[src/rtl/ls_logic_unit_pkg.sv]
// rtl/ls_logic_unit_pkg.sv - op-code constants shared by the logic unit slice
// Purpose: names for the 3-bit operation select of ls_logic_unit.
// Ports: none (package).
package ls_logic_pkg;

  localparam int OP_W = 3;

  localparam logic [OP_W-1:0] OP_AND  = 3'b000;
  localparam logic [OP_W-1:0] OP_OR   = 3'b001;
  localparam logic [OP_W-1:0] OP_XOR  = 3'b010;
  localparam logic [OP_W-1:0] OP_NAND = 3'b011;
  localparam logic [OP_W-1:0] OP_NOR  = 3'b100;
  localparam logic [OP_W-1:0] OP_XNOR = 3'b101;
  localparam logic [OP_W-1:0] OP_PASA = 3'b110;
  localparam logic [OP_W-1:0] OP_NOTA = 3'b111;

endpackage

[src/rtl/ls_logic_unit_if.sv]
// rtl/ls_logic_unit_if.sv - operand/result bundle for ls_logic_unit
// Purpose: groups the input handshake, operands, accumulator controls and
// the registered output stage of the logic unit.
// Ports (signals): in_valid/in_ready, op, acc_en, acc_clr, a, b,
//   out_valid/out_ready, y, zero, acc.
// Modports: master drives operands and out_ready; slave is the unit.
interface ls_logic_unit_if #(
  parameter int WIDTH = 4
);
  import ls_logic_pkg::*;

  logic             in_valid;
  logic             in_ready;
  logic [OP_W-1:0]  op;
  logic             acc_en;
  logic             acc_clr;
  logic [WIDTH-1:0] a;
  logic [WIDTH-1:0] b;
  logic             out_valid;
  logic             out_ready;
  logic [WIDTH-1:0] y;
  logic             zero;
  logic [WIDTH-1:0] acc;

  modport master (
    output in_valid, op, acc_en, acc_clr, a, b, out_ready,
    input  in_ready, out_valid, y, zero, acc
  );

  modport slave (
    input  in_valid, op, acc_en, acc_clr, a, b, out_ready,
    output in_ready, out_valid, y, zero, acc
  );

endinterface

[src/rtl/ls_logic_unit_core.sv]
// rtl/ls_logic_unit_core.sv - combinational bitwise logic function
// Purpose: WIDTH-bit two-operand bitwise function selected by op.
// Ports: op (in, 3), a (in, WIDTH), b (in, WIDTH), result (out, WIDTH).
module ls_logic_core
  import ls_logic_pkg::*;
#(
  parameter int WIDTH = 4
) (
  input  logic [OP_W-1:0]  op,
  input  logic [WIDTH-1:0] a,
  input  logic [WIDTH-1:0] b,
  output logic [WIDTH-1:0] result
);

  always_comb begin
    result = '0;
    case (op)
      OP_AND:  result = a & b;
      OP_OR:   result = a | b;
      OP_XOR:  result = a ^ b;
      OP_NAND: result = ~(a & b);
      OP_NOR:  result = ~(a | b);
      OP_XNOR: result = ~(a ^ b);
      OP_PASA: result = a;
      OP_NOTA: result = ~a;
      default: result = '0;
    endcase
  end

endmodule

[src/rtl/ls_logic_unit.sv]
// rtl/ls_logic_unit.sv - registered logic unit with accumulator and zero flag
// Purpose: accepts (op, a, b) under valid/ready, produces a registered result
// one cycle later in a one-deep output stage, optionally chaining through an
// internal accumulator that replaces operand A.
// Ports: clk (in), rst (in, sync active-high), bus (ls_logic_unit_if.slave).
module ls_logic_unit
  import ls_logic_pkg::*;
#(
  parameter int               WIDTH     = 4,
  parameter logic [WIDTH-1:0] ACC_RESET = '0
) (
  input  logic               clk,
  input  logic               rst,
  ls_logic_unit_if.slave     bus
);

  logic             out_valid_q;
  logic [WIDTH-1:0] y_q;
  logic             zero_q;
  logic [WIDTH-1:0] acc_q;
  logic [WIDTH-1:0] opnd_a;
  logic [WIDTH-1:0] result;
  logic             accept;

  // A same-cycle clear feeds ACC_RESET into the op, so a chain can restart
  // without spending a cycle on the clear. With acc_en set, a is never used,
  // which keeps an undriven a from reaching the result.
  always_comb begin
    opnd_a = bus.a;
    if (bus.acc_en) begin
      opnd_a = bus.acc_clr ? ACC_RESET : acc_q;
    end
  end

  ls_logic_core #(.WIDTH(WIDTH)) u_core (
    .op     (bus.op),
    .a      (opnd_a),
    .b      (bus.b),
    .result (result)
  );

  assign bus.in_ready = !out_valid_q || bus.out_ready;
  assign accept       = bus.in_valid && bus.in_ready;

  always_ff @(posedge clk) begin
    if (rst) begin
      out_valid_q <= 1'b0;
      y_q         <= '0;
      zero_q      <= 1'b1;
      acc_q       <= ACC_RESET;
    end else begin
      if (accept) begin
        out_valid_q <= 1'b1;
        y_q         <= result;
        zero_q      <= (result == '0);
      end else if (bus.out_ready) begin
        out_valid_q <= 1'b0;
      end

      // A chained write-back wins over a clear issued in the same cycle.
      if (accept && bus.acc_en) begin
        acc_q <= result;
      end else if (bus.acc_clr) begin
        acc_q <= ACC_RESET;
      end
    end
  end

  assign bus.out_valid = out_valid_q;
  assign bus.y         = y_q;
  assign bus.zero      = zero_q;
  assign bus.acc       = acc_q;

endmodule

[src/flat_wrapper.sv]
// flat-port wrapper written by rule: the top's interface ports become plain ports
module ls_logic_unit_flat import ls_logic_pkg::*;
#(
  parameter int               WIDTH     = 4,
  parameter logic [WIDTH-1:0] ACC_RESET = '0
)
  (clk, rst, bus_in_valid, bus_op, bus_acc_en, bus_acc_clr, bus_a, bus_b, bus_out_ready, bus_in_ready, bus_out_valid, bus_y, bus_zero, bus_acc);
  ls_logic_unit_if #(.WIDTH(WIDTH)) bus_i ();
  input  logic clk;
  input  logic rst;
  input wire logic [$bits(bus_i.in_valid)-1:0] bus_in_valid;
  input wire logic [$bits(bus_i.op)-1:0] bus_op;
  input wire logic [$bits(bus_i.acc_en)-1:0] bus_acc_en;
  input wire logic [$bits(bus_i.acc_clr)-1:0] bus_acc_clr;
  input wire logic [$bits(bus_i.a)-1:0] bus_a;
  input wire logic [$bits(bus_i.b)-1:0] bus_b;
  input wire logic [$bits(bus_i.out_ready)-1:0] bus_out_ready;
  output wire logic [$bits(bus_i.in_ready)-1:0] bus_in_ready;
  output wire logic [$bits(bus_i.out_valid)-1:0] bus_out_valid;
  output wire logic [$bits(bus_i.y)-1:0] bus_y;
  output wire logic [$bits(bus_i.zero)-1:0] bus_zero;
  output wire logic [$bits(bus_i.acc)-1:0] bus_acc;
  assign bus_i.in_valid = bus_in_valid;
  assign bus_i.op = bus_op;
  assign bus_i.acc_en = bus_acc_en;
  assign bus_i.acc_clr = bus_acc_clr;
  assign bus_i.a = bus_a;
  assign bus_i.b = bus_b;
  assign bus_i.out_ready = bus_out_ready;
  assign bus_in_ready = bus_i.in_ready;
  assign bus_out_valid = bus_i.out_valid;
  assign bus_y = bus_i.y;
  assign bus_zero = bus_i.zero;
  assign bus_acc = bus_i.acc;
  ls_logic_unit #(.WIDTH(WIDTH), .ACC_RESET(ACC_RESET)) u_core (.clk(clk), .rst(rst), .bus(bus_i));
endmodule
[config.mk]
export PLATFORM = sky130hd
export DESIGN_NAME = ls_logic_unit_flat
export DESIGN_NICKNAME = d
export VERILOG_FILES = /design/src/rtl/ls_logic_unit_pkg.sv /design/src/rtl/ls_logic_unit_if.sv /design/src/rtl/ls_logic_unit_core.sv /design/src/rtl/ls_logic_unit.sv /design/src/flat_wrapper.sv
export SDC_FILE = /design/constraint.sdc
export NUM_CORES = 1
export LEC_CHECK = 0
export BUFFER_PORTS_ARGS = -buffer_cell sky130_fd_sc_hd__buf_2
export CAP_MARGIN = 40
export CORE_MARGIN = 2
export CORE_UTILIZATION = 50
export DETAILED_ROUTE_END_ITERATION = 8
export PLACE_DENSITY = 0.77
export SLEW_MARGIN = 20
export SYNTH_ARGS = -nofsm -noshare
export SYNTH_HDL_FRONTEND = slang
export SYNTH_SLANG_ARGS = --single-unit
[constraint.sdc]
create_clock -name clk -period 3.83 [get_ports clk]
set_clock_uncertainty 0.15 [all_clocks]
set_input_delay 1.149 -clock clk [delete_from_list [all_inputs] [get_ports clk]]
set_output_delay 1.149 -clock clk [all_outputs]
set_load 0.005 [all_outputs]
==> impl_results.md, run 1 <==
- Status: complete, no violations
- Tot GR Track Use: between 20% and 30%
- Routed via count: 996
- Clock power frac: 25.0%
- Synth-to-Final Area Change: 14.6%
- Pleak: 0.539 nW
- Unique masters post-synth: 31
- Clk root buf: clkbuf_4
- Async set-reset flop share out of synthesis: 0%
- HPWL Detailed: 1.73 mm
- Post-synth top area cell: dfxtp_1
- RSZ-0062 raised after global routing: false
- Largest net degree at the start of global routing: 22
- Total Wirelength: roughly 2.2 mm
- Most common cell in the synthesized netlist: nand2_1
- Post-synth top cells: nand2_1, a21oi_1, dfxtp_1, nor2_1, inv_1
- Gpl congestion: between 0.8 and 0.9
- #FFs+latches synth: 10
- Worst-case clock buffer depth: 2
- Maximum vdd drop: 0.283 mV
- Fmax: 0.312 GHz
- Most used DFF post-synth: dfxtp_1
- TritonCTS buffer count: 3
- P per Cell Area: 261 nW/um2
- Worst Max-Slew Pin Slew: 481 ps
- Logic pwr share: around 36%
- DR vias/cell: ~5.6
- Seq pwr share: 38.7%
- Sw Share: ~34%
- Final Max Tran Viols: 0
- Final hold vios: 0
- CTS tree: yes
- CP endpoint kind: register
- Core box area: 1900 um2
- Final nets: about 180
- EDFF count, synth: 0
- Total Neg Setup Slack: 0 ps
- Die width: 48.4 um
- Clock transition at path regs: 70 ps
- Min cycle time layout: 3200 ps
- Die ar.: 2340 um2
- Share of post-route cells with drive strength above 1: around a quarter
- Crit path required time: 3890 ps
- First-pass GRT wire length: 3.97 mm
- Hold crit path type: reg2reg
- Initial Utilization: 51.8%
- Crit path DAT: approximately 3300 ps
- DRC viols: 0
- Post-cts hold buffer count: 0
- Antenna violations before repair: 0
- Skew-Pair Late Insertion Delay: roughly 270 ps
- Int Pwr: 0.000196 W
- Post_cts resized: 0
- NetSw: 0.0000989 W
- Share of the synthesized area in the top cell type: roughly a fifth
- Mapped Cells: ~130
- Synth warn: 0
- Startpoint Class: primary input
- WL per Instance: ~13 um
- Final ANT Viol Nets: 0
- Hold slack: 315 ps
- Post-Syn Area per Cell: 7.76 um2
- Sink Count: 10
- Reported max-cap violation count: 0
- Antenna diode count: 0
- Grt ovf: 0
- DRT Pass-1 Iters: 4
- WS Path Type: in2reg
- Drt initial violations: 21
- Crit-path max FO: 5
- Chip Height: 48.4 um
- Port buffer count: 27
- Sequential share of the synthesized area: between 20% and 30%
- Crit share post-route: 83.6%
- Core Rows: 16
- Final setup fails: 0
- Vias in the first global route: 898
- Total Power: 0.000295 W
- Mapped Nets: 152
- Synth Cell Area: between 900 and 1000 um2
- Slew HR: between 60% and 70%
- Post-CTS setup buffer count: 0
- Max H-tree Level: 1
- # IOs: 28
- Top cells by area, synth: dfxtp_1, ha_1, mux2i_1
- Filler cells: 183
-- area by class of cell --
cell class | count | area, um2 | area share [%]
clock buffer | 3 | 22.5 | 1.99
sequential | 10 | 200 | 17.7
inverter | 10 | 40.0 | 3.54
timing repair buffer | 27 | 135 | 12.0
multi-input combinational | 100 | 698 | 61.8
tap | 27 | 33.8 | 2.99
-- kinds of logic after synthesis --
logic type               after synthesis  synth area share, %
AO/OA/AOI/OAI                         32                 19.9
AND/OR/NAND/NOR                       48                 24.5
adder cells (fa/ha/maj)                8                 10.2
multiplexers                          12                 16.2
buffers and inverters                 17                 8.88
flip-flops                            10                 20.3
-- critical path: stages --
cell and delay [ps]:
buf_2 230, mux2_2 410, inv_1 60, ha_1 240, nand2b_1 110, a22oi_1 70
a221oi_1 320, a31oi_1 120, or4_1 420, o21ai_1 130
-- power by group through the flow --
stage / combinational [W] / sequential (W) / clock [W]
after global placement: 0.000104 / 0.000116 / 0
after global routing: 0.000120 / 0.000115 / 0.0000815
after CTS: 0.000107 / 0.000114 / 0.0000736
final: 0.000107 / 0.000114 / 0.0000736
after floorplan: 0.0000764 / 0.000117 / 0
after detailed placement: 0.000107 / 0.000116 / 0
-- path summary, 6_finish.rpt --
check	start	slack [ps]	to	cells past startpoint
max	bus_acc_en	630	u_core.bus.zero	10
min	u_core.bus.y[1]	320	u_core.bus.y[1]	2
max reg2reg	u_core.bus.acc[2]	1380	u_core.bus.zero	9
min reg2reg	u_core.bus.y[1]	320	u_core.bus.y[1]	2
-- registers in the layout, indices dropped and copies added, names as in the netlist --
register and flops:
u_core.bus.out_valid 1, u_core.bus.y 4, u_core.bus.zero 1, u_core.bus.acc 4
-- routing by layer --
layer	global-route usage (%)	vias to the layer above	part of all wire [%]	wire (um)
li1	-	499	-	-
met1	27.2	464	46	1030
met2	36.3	29	49	1100
met3	4.01	4	3.1	69
met4	5.71	0	1.2	27
met5	0	-	0	0
-- stage by stage --
stage / instances / setup slack [ps] / util, % / area (um2)
floorplan: 127 / 682 / - / 986
global placement: 174 / 502 / 58.2 / 1110
detailed placement: 174 / 359 / 58.2 / 1110
CTS: 177 / 650 / 59.4 / 1130
global route: 177 / 496 / 59.4 / 1130
finish: 177 / 628 / 59.4 / 1130
-- cells in the final DEF, fill, tap and decap left out --
cell type,netlist,final
buf_2,2,27
nand2_1,16,16
a21oi_1,11,11
nor2_1,10,10
dfxtp_1,10,10
inv_1,9,9
nor3b_1,8,8
ha_1,8,8
mux2i_1,7,7
o21ai_1,5,5
nand3_1,5,5
nor2b_1,4,4
mux2i_4,3,3
o22ai_1,3,3
o211ai_1,3,3
o32a_1,3,3
o21ai_0,3,3
clkbuf_4,0,3
nand2b_1,2,2
mux2_2,1,1
or2b_1,1,1
inv_4,1,1
mux2_1,1,1
or2_2,1,1
a22oi_1,1,1
o21bai_1,1,1
a221oi_1,1,1
a31oi_1,1,1
or4_1,1,1
Note: power is estimated with default switching activity, not from simulation.
==> run 2, diff against run 1 <==
==> constraint.sdc (replaced) <==
create_clock -name clk -period 3 [get_ports clk]
set_clock_uncertainty 0.15 [all_clocks]
set_input_delay 0.9 -clock clk [delete_from_list [all_inputs] [get_ports clk]]
set_output_delay 0.9 -clock clk [all_outputs]
set_load 0.005 [all_outputs]
==> run 2 against run 1 <==
Against the previous run: final area rose by 7.9%; first-iteration DRC count shrank 33%; sequential share of layout area decreased by 1.3 points; clock-buffer cell count is 1 higher; die area is the same; highest routed layer unchanged.
==> impl_results.md, run 2 (synthesis results as in run 1) <==
- Die ar.: 2340 um2 (unchanged)
- WL per Instance: 11.8 um (was 12.6 um)
- Worst Max-Slew Pin Slew: 463 ps (was 481 ps)
- Status: complete, no violations (unchanged)
- DRT Pass-1 Iters: 5 (was 4)
- Post-CTS setup buffer count: 0 (unchanged)
- Antenna diode count: 0 (unchanged)
- Cell chain of the critical path: buf_2 -> mux2_2 -> inv_1 -> ha_1 -> nand2b_1 -> a22oi_1 -> a221oi_1 -> a31oi_1 -> or4_1 -> o21ai_1 (unchanged)
- Clock transition at path regs: 70 ps (about the same)
- Chip Height: 48.4 um (unchanged)
- Worst-case clock buffer depth: 2 (unchanged)
- Total Power: 0.000420 W (was 0.000295 W)
- Hold path cells: 2 (unchanged)
- Area after DPL: 1180 um2 (was 1110 um2)
- Most frequent cells in the layout: buf_2, nand2_1, a21oi_1 (unchanged)
- Drt initial violations: 14 (was 21)
- Port buffer count: 27 (unchanged)
- Total Wirelength: 2.22 mm (was 2.24 mm)
- Post_cts resized: 0 (unchanged)
- Slew HR: 69.0% (was 67.8%)
- Hold crit path type: reg2reg (unchanged)
- # IOs: 28 (unchanged)
- Crit-path max FO: 5 (unchanged)
- Routed via count: 1006 (was 996)
- Crit path required time: 3050 ps (was 3890 ps)
- Core Rows: 16 (unchanged)
- Core box area: 1900 um2 (unchanged)
- Slowest CP cell: or4_1 (unchanged)
- Tot GR Track Use: 20.5% (was 21.2%)
- CTS tree: yes (unchanged)
- Post-route design area: 1220 um2 (was 1130 um2)
- CP endpoint kind: register (unchanged)
- Final nets: 187 (was 177)
- Maximum vdd drop: 0.336 mV (was 0.283 mV)
- Filler cells: 175 (was 183)
- Pleak: 0.597 nW (was 0.539 nW)
- Final setup fails: 0 (unchanged)
- Crit path DAT: 2900 ps (was 3260 ps)
- Sink Count: 10 (unchanged)
- Reported max-cap violation count: 0 (unchanged)
- P per Cell Area: 345 nW/um2 (was 261 nW/um2)
- Synth-to-Final Area Change: 23.6% (was 14.6%)
- First-pass GRT wire length: 3.89 mm (was 3.97 mm)
- Final ANT Viol Nets: 0 (unchanged)
- Most common cell after layout, fill and taps aside: buf_2 (unchanged)
- Final Max Tran Viols: 0 (unchanged)
- RSZ-0062 raised after global routing: false (unchanged)
- Die width: 48.4 um (unchanged)
- Clk root buf: clkbuf_4 (unchanged)
- Vias in the first global route: 945 (was 898)
- Gpl congestion: 0.818 (was 0.849)
- Min cycle time layout: 2850 ps
- Post-cts hold buffer count: 0 (unchanged)
- DRC viols: 0 (unchanged)
- WS Path Type: in2reg (unchanged)
- Reg2Reg Depth: 9 (unchanged)
- Skew-Pair Late Insertion Delay: 270 ps (about the same)
- Grt ovf: 0 (unchanged)
- Fmax: 0.350 GHz
- Antenna violations before repair: 0 (unchanged)
- Largest net degree at the start of global routing: 22 (unchanged)
- Share of post-route cells with drive strength above 1: 29.2% (was 24.0%)
- Final hold vios: 0 (unchanged)
- Max H-tree Level: 1 (unchanged)
- HPWL Detailed: 1.79 mm (was 1.73 mm)
- TritonCTS buffer count: 3 (unchanged)
- Max incr delay on CP: 410 ps (was 420 ps)
- Initial Utilization: 51.8% (unchanged)
- DR vias/cell: 5.35 (was 5.63)
- Startpoint Class: primary input (unchanged)
- Hold slack: 305 ps (was 315 ps)
- Crit share post-route: between 90 and 100%
==> run 2: where the power goes <==
| group | switching (W) | internal, W |
|---|---|---|
| Sequential | 0.00000388 | 0.000142 |
| Combinational | 0.0000770 | 0.0000752 |
| Clock | 0.0000489 | 0.0000738 |
==> run 2: routing by layer <==
metal	part of all wire, %	up-vias	routed length (um)	GRT usage (%)
met1	46	464	1020	24.7
met5	0	-	0	0
met2	50	21	1110	37.3
met4	1.1	0	24	5.71
met3	2.7	4	60	3.70
li1	-	517	-	-
==> run 2: final cells by class <==
class / count / area, um2 / share of cell area (%)
Tap cell: 27 / 33.8 / 2.77
Multi-Input combinational cell: 100 / 698 / 57.3
Timing Repair Buffer: 37 / 210 / 17.2
Inverter: 10 / 40.0 / 3.29
Sequential cell: 10 / 200 / 16.4
Clock buffer: 4 / 36.3 / 2.98
==> run 2: metrics by stage <==
stage          std cells  setup TNS, ps  worst slack, ps  utilization [%]
4_1_cts              188              0              137             64.1
3_5_place_dp         184           -122             -122             62.2
3_3_place_gp         184          -49.8            -49.8             62.2
2_1_floorplan        127              0              101                -
6_report             188              0              147             64.1
5_1_grt              188              0             11.9             64.1
==> run 2: worst max-delay path, delay by kind of cell <==
family                     cells  cell delay [ps]
AOI/OAI and AO/OA              4              590
and+or+nand+nor                2              510
muxes                          1              380
buffers and inverters          2              290
adders and majority gates      1              240
==> run 2: path summary, 6_finish.rpt <==
check                         start               to  slack [ps]
hold reg to reg     u_core.bus.y[2]  u_core.bus.y[2]         310
setup / recovery         bus_acc_en  u_core.bus.zero         150
setup reg to reg  u_core.bus.acc[2]  u_core.bus.zero         570
hold / removal      u_core.bus.y[2]  u_core.bus.y[2]         310
